==> config.mk <==
export PLATFORM = sky130hd
export DESIGN_NAME = vend_mealy_param_flat
export DESIGN_NICKNAME = d
export VERILOG_FILES = /design/src/rtl/vend_mealy_param_if.sv /design/src/rtl/vend_mealy_param.sv /design/src/flat_wrapper.sv
export SDC_FILE = /design/constraint.sdc
export NUM_CORES = 1
export LEC_CHECK = 0
export ABC_AREA = 1
export CAP_MARGIN = 20
export CORE_MARGIN = 5
export CORE_UTILIZATION = 40
export DETAILED_ROUTE_END_ITERATION = 10
export PLACE_DENSITY = 0.67
export SETUP_SLACK_MARGIN = 0.05
export SLEW_MARGIN = 25
export SYNTH_ARGS = -nofsm -noshare
export SYNTH_HDL_FRONTEND = slang
export SYNTH_SLANG_ARGS = --single-unit
==> constraint.sdc <==
create_clock -name Clk -period 2.6 [get_ports Clk]
set_clock_uncertainty 0.15 [all_clocks]
set_input_delay 0.26 -clock Clk [delete_from_list [all_inputs] [get_ports Clk]]
set_output_delay 0.26 -clock Clk [all_outputs]
set_load 0.02 [all_outputs]
==> src/rtl/vend_mealy_param_if.sv <==
// Coin-side and actuator-side signals of the vending controller, bundled for port use.
// master = coin front end / bench, slave = controller.
interface vend_mealy_param_if #(
  parameter int CW    = 6,
  parameter int CNT_W = 8
);
  logic [1:0]       D_in;
  logic             Cancel;
  logic             D_out_mealy;
  logic             Change_pulse;
  logic             Coin_reject;
  logic [CW-1:0]    Credit;
  logic [CNT_W-1:0] Sales_cnt;

  modport master (
    output D_in, Cancel,
    input  D_out_mealy, Change_pulse, Coin_reject, Credit, Sales_cnt
  );

  modport slave (
    input  D_in, Cancel,
    output D_out_mealy, Change_pulse, Coin_reject, Credit, Sales_cnt
  );
endinterface

==> src/rtl/vend_mealy_param.sv <==
// Mealy vending controller: coin credit accumulation, same-cycle dispense, unit-pulse refunds.
// Optional macro VEND_CHANGE_EN returns overpay as change pulses; otherwise overpay is kept.
module vend_mealy_param #(
  parameter int CW     = 6,
  parameter int PRICE  = 15,
  parameter int COIN_A = 5,
  parameter int COIN_B = 10,
  parameter int UNIT   = 5,
  parameter int CNT_W  = 8
) (
  input logic               Clk,
  input logic               Reset_n,
  vend_mealy_param_if.slave bus
);

  localparam int SW = CW + 1;
  localparam logic [SW-1:0] PRICE_V  = SW'(PRICE);
  localparam logic [SW-1:0] COIN_A_V = SW'(COIN_A);
  localparam logic [SW-1:0] COIN_B_V = SW'(COIN_B);
  localparam logic [CW-1:0] UNIT_V   = CW'(UNIT);

  typedef enum logic {COLLECT, REFUND} state_t;

  state_t           state;
  logic [CW-1:0]    credit;
  logic [CNT_W-1:0] sales;

  logic [SW-1:0] coin_val;
  logic [SW-1:0] sum;
  logic          buy;
  logic          refunding;

  always_comb begin
    coin_val = '0;
    if (bus.D_in[0]) coin_val = coin_val + COIN_A_V;
    if (bus.D_in[1]) coin_val = coin_val + COIN_B_V;
    sum = {1'b0, credit} + coin_val;
  end

  // Decoded outputs are forced low while reset is asserted.
  always_comb begin
    buy       = Reset_n && (state == COLLECT) && !bus.Cancel &&
                (coin_val != '0) && (sum >= PRICE_V);
    refunding = Reset_n && (state == REFUND);
  end

  assign bus.D_out_mealy  = buy;
  assign bus.Change_pulse = refunding;
  assign bus.Coin_reject  = refunding && (bus.D_in != 2'b00);
  assign bus.Credit       = credit;
  assign bus.Sales_cnt    = sales;

`ifdef VEND_CHANGE_EN
  logic [SW-1:0] rem;
  assign rem = sum - PRICE_V;
`endif

  always_ff @(posedge Clk or negedge Reset_n) begin
    if (!Reset_n) begin
      state  <= COLLECT;
      credit <= '0;
      sales  <= '0;
    end else begin
      case (state)
        COLLECT: begin
          if (bus.Cancel) begin
            credit <= sum[CW-1:0];
            state  <= (sum != '0) ? REFUND : COLLECT;
          end else if (buy) begin
            sales <= sales + CNT_W'(1);
`ifdef VEND_CHANGE_EN
            credit <= rem[CW-1:0];
            state  <= (rem != '0) ? REFUND : COLLECT;
`else
            credit <= '0;
            state  <= COLLECT;
`endif
          end else begin
            credit <= sum[CW-1:0];
          end
        end
        REFUND: begin
          // Final pulse when only one unit remains; coins seen here are rejected.
          if (credit <= UNIT_V) begin
            credit <= '0;
            state  <= COLLECT;
          end else begin
            credit <= credit - UNIT_V;
          end
        end
        default: begin
          state  <= COLLECT;
          credit <= '0;
        end
      endcase
    end
  end

endmodule
==> src/flat_wrapper.sv <==
// flat-port wrapper written by rule: the top's interface ports become plain ports
module vend_mealy_param_flat 
#(
  parameter int CW     = 6,
  parameter int PRICE  = 15,
  parameter int COIN_A = 5,
  parameter int COIN_B = 10,
  parameter int UNIT   = 5,
  parameter int CNT_W  = 8
)
  (Clk, Reset_n, bus_D_in, bus_Cancel, bus_D_out_mealy, bus_Change_pulse, bus_Coin_reject, bus_Credit, bus_Sales_cnt);
  vend_mealy_param_if #(.CW(CW), .CNT_W(CNT_W)) bus_i ();
  input logic Clk;
  input logic Reset_n;
  input wire logic [$bits(bus_i.D_in)-1:0] bus_D_in;
  input wire logic [$bits(bus_i.Cancel)-1:0] bus_Cancel;
  output wire logic [$bits(bus_i.D_out_mealy)-1:0] bus_D_out_mealy;
  output wire logic [$bits(bus_i.Change_pulse)-1:0] bus_Change_pulse;
  output wire logic [$bits(bus_i.Coin_reject)-1:0] bus_Coin_reject;
  output wire logic [$bits(bus_i.Credit)-1:0] bus_Credit;
  output wire logic [$bits(bus_i.Sales_cnt)-1:0] bus_Sales_cnt;
  assign bus_i.D_in = bus_D_in;
  assign bus_i.Cancel = bus_Cancel;
  assign bus_D_out_mealy = bus_i.D_out_mealy;
  assign bus_Change_pulse = bus_i.Change_pulse;
  assign bus_Coin_reject = bus_i.Coin_reject;
  assign bus_Credit = bus_i.Credit;
  assign bus_Sales_cnt = bus_i.Sales_cnt;
  vend_mealy_param #(.CW(CW), .PRICE(PRICE), .COIN_A(COIN_A), .COIN_B(COIN_B), .UNIT(UNIT), .CNT_W(CNT_W)) u_core (.Clk(Clk), .Reset_n(Reset_n), .bus(bus_i));
endmodule
==> results.md <==
* Initial DRC Count at 48
* Final min period at 2.52 ns
* Largest net degree at the start of global routing at 17
* Root Driver: clkbuf_4
* Clock latency on the worst-skew pair at 0.28 ns
* Router iterations before antenna repair at 4
* Worst Setup Start Kind: primary input
* Yosys cell types at 23
* PortBufs at 21
* Tightest Pin Transition at 0.403 ns
* Antenna violations before repair at 0
* Overall Power at 1.71 mW
* Crit-path cells: clkdlybuf4s50_1 -> ha_2 -> fa_2 -> nand3_2 -> nand2_2 -> or2_1 -> o21ai_2 -> nand3_4 -> nand2_4 -> inv_2 -> buf_6
* Final period util at 96.8%
* Filler cells at 258
* Nets at 205
* Die W at 63.0 um
* Residual DRC at 0
* Layout Area Growth over Synthesis at 31.6%
* RSZ-0062 raised after global routing: true
* Status: finished clean
* Diode count at 0
* DR WL/cell at 12.1 um
* Crit path DAT at 2.11 ns
* Pre-CTS setup slack at -0.336 ns
* Hold_buf cts at 0
* Ports at 22
* Post-synthesis sequential area ratio at 33.4%
* Post-DP HPWL at 2.14 mm
* Final setup viols at 0
* Ys async rst share at 100%
* Worst path bufs/invs at 3
* Most used DFF post-synth: dfrtp_1
* Core area at 0.00273 mm2
* Delay-heaviest family, CP: adder cells
* Post-synth net total at 170
* Final setup margin at 0.0845 ns
* Pleak at 0.786 nW
* Top post-synthesis cells by area: dfrtp_1 (33%), nand2_1 (17%), nand3_1 (8.0%), ha_1 (7.8%), nor2_1 (6.7%)
* Crit path max fanout at 2
* Area leader, netlist: dfrtp_1
* Max Cap Viol at 0
* Routed WL at 2.69 mm
* Clk slew on worst S/H paths at 0.09 ns
* Antenna-violating nets left at 0
* Slew Limit Headroom at 72.9%
* Max-slew violation count at 0
* Initial core utilization at 41.1%
* Vias per cell at 4.97
* Top-area cell type share of the netlist area at 33.4%
* Max frequency at 0.398 GHz
* TritonCTS clock tree: done
* CTS sink count at 15
* Total gr overflow at 0
* Mapped Area at 0.00112 mm2
* Number of placed cells counting well taps at 218
* FF-to-FF path depth at 10
* Levels on crit path at 11
* Seq cells post-synth at 15
* EDFF count, synth at 0
* TritonCTS buffer count at 3
* PD cells at 1160 mW/mm2
* Final Hold Viols at 0
* CP endpoint kind: primary output
* CTS HTree Levels at 1
* FF+latch area at 375 um2
* Die height at 63.0 um
* Worst vdd ir at 0.685 mV
* Synthesized instance count at 157
* Data required time of the worst path at 2.19 ns
* Layout cell share with drive strength beyond 1 at 14.1%
* Vias in the first global route at 1045
* Synth top cells by count: nand2_1 (51), nor2_1 (20), inv_1 (19)
* Rows at 19
* Die ar. at 0.00397 mm2
* Hold Crit Class: in -> async
* Area occupied by multi-input gates at 674 um2
* Longest Clk Path Bufs at 2
* GRT Resource Usage Total at 14.1%
* Yosys warnings at 0
* Crit path largest cell delay at 0.43 ns
* Crit Path Category: in -> out
* Core Util, Final at 54.1%
* Routability cong. at 0.918
* Postcts setup bufs at 0
* Slowest cell on crit path: clkdlybuf4s50_1
* Mean Syn Cell Area at 7.16 um2
* Via count at 1104
* Most common cell in the netlist: nand2_1
* Global-route wire length before repair at 4.55 mm
* Final non-filler cell total at 222
path summary, 6_finish.rpt:
kind / end / startpoint / slack, ns
max in group asynchronous: u_core.bus.Sales_cnt[3] / Reset_n / 1.91
hold / removal: u_core.bus.Sales_cnt[4] / Reset_n / 0.21
hold reg to reg: u_core.bus.Sales_cnt[7] / u_core.bus.Sales_cnt[7] / 0.38
setup / recovery: bus_D_out_mealy / bus_D_in[0] / 0.08
setup reg to reg: u_core.bus.Credit[2] / u_core.bus.Credit[0] / 0.41
min in group Clk: u_core.bus.Sales_cnt[7] / u_core.bus.Sales_cnt[7] / 0.38
cells in the final DEF (no fill, tap or decap), drive strengths merged, types with 4 or more instances in the layout:
master         instances
nor2                  20
ha                     7
nand3                 19
buf                   12
dfrtp                 15
xor2                   6
inv                   19
nand2                 53
clkbuf                 4
clkdlybuf4s50         20
o21ai                  4
state kept, by name, indices dropped and copies added, names as in the netlist:
register / flops
u_core.bus.Sales_cnt: 8
u_core.bus.Credit: 6
u_core.state: 1
metrics by stage:
| step | TNS (ns) | instance area, um2 | hold slack [ns] |
|---|---|---|---|
| floorplan | 0 | 1120 | -0.186 |
| detailed placement | -0.336 | 1440 | 0.357 |
| CTS | 0 | 1460 | 0.208 |
| global route | -0.00690 | 1480 | 0.201 |
| global placement | -0.317 | 1440 | 0.353 |
| finish | 0 | 1480 | 0.207 |
timing repair:
item | 4_1_cts | 5_1_grt
setup endpoints to repair | 1 | 1
pin swaps | 0 | 5
gates resized for setup | 5 | 6
cloned | 0 | 0
endpoints found under the hold margin | 0 | 0
routing by layer:
metal  up-vias  wire [um]  track usage (%)
met5         -          0                0
met4         0         17             3.18
met3         2         69             3.24
met2        21       1290             22.6
met1       519       1310             19.1
li1        562          -                -
cell families after synthesis:
family / after synthesis / synth area share, %
AO/OA/AOI/OAI: 7 / 3.78
XOR/XNOR: 8 / 6.23
adder cells (fa/ha/maj): 8 / 9.57
buffers and inverters: 21 / 7.79
flip-flops: 15 / 33.4
AND/OR/NAND/NOR: 98 / 39.3
final cells by class:
| type | instances | area share, % |
|---|---|---|
| Multi-Input combinational cell | 121 | 45.6 |
| Sequential cell | 15 | 25.4 |
| Timing Repair Buffer | 32 | 19.9 |
| Inverter | 19 | 4.82 |
| Tap cell | 31 | 2.62 |
| Clock buffer | 4 | 1.78 |
report_power, final:
part	total, mW	internal [mW]	switching (mW)
clock network	0.131	0.0594	0.0715
logic	1.17	0.509	0.657
registers	0.416	0.315	0.101
total	1.71	0.884	0.830
Power figures use the tool's default switching activity.
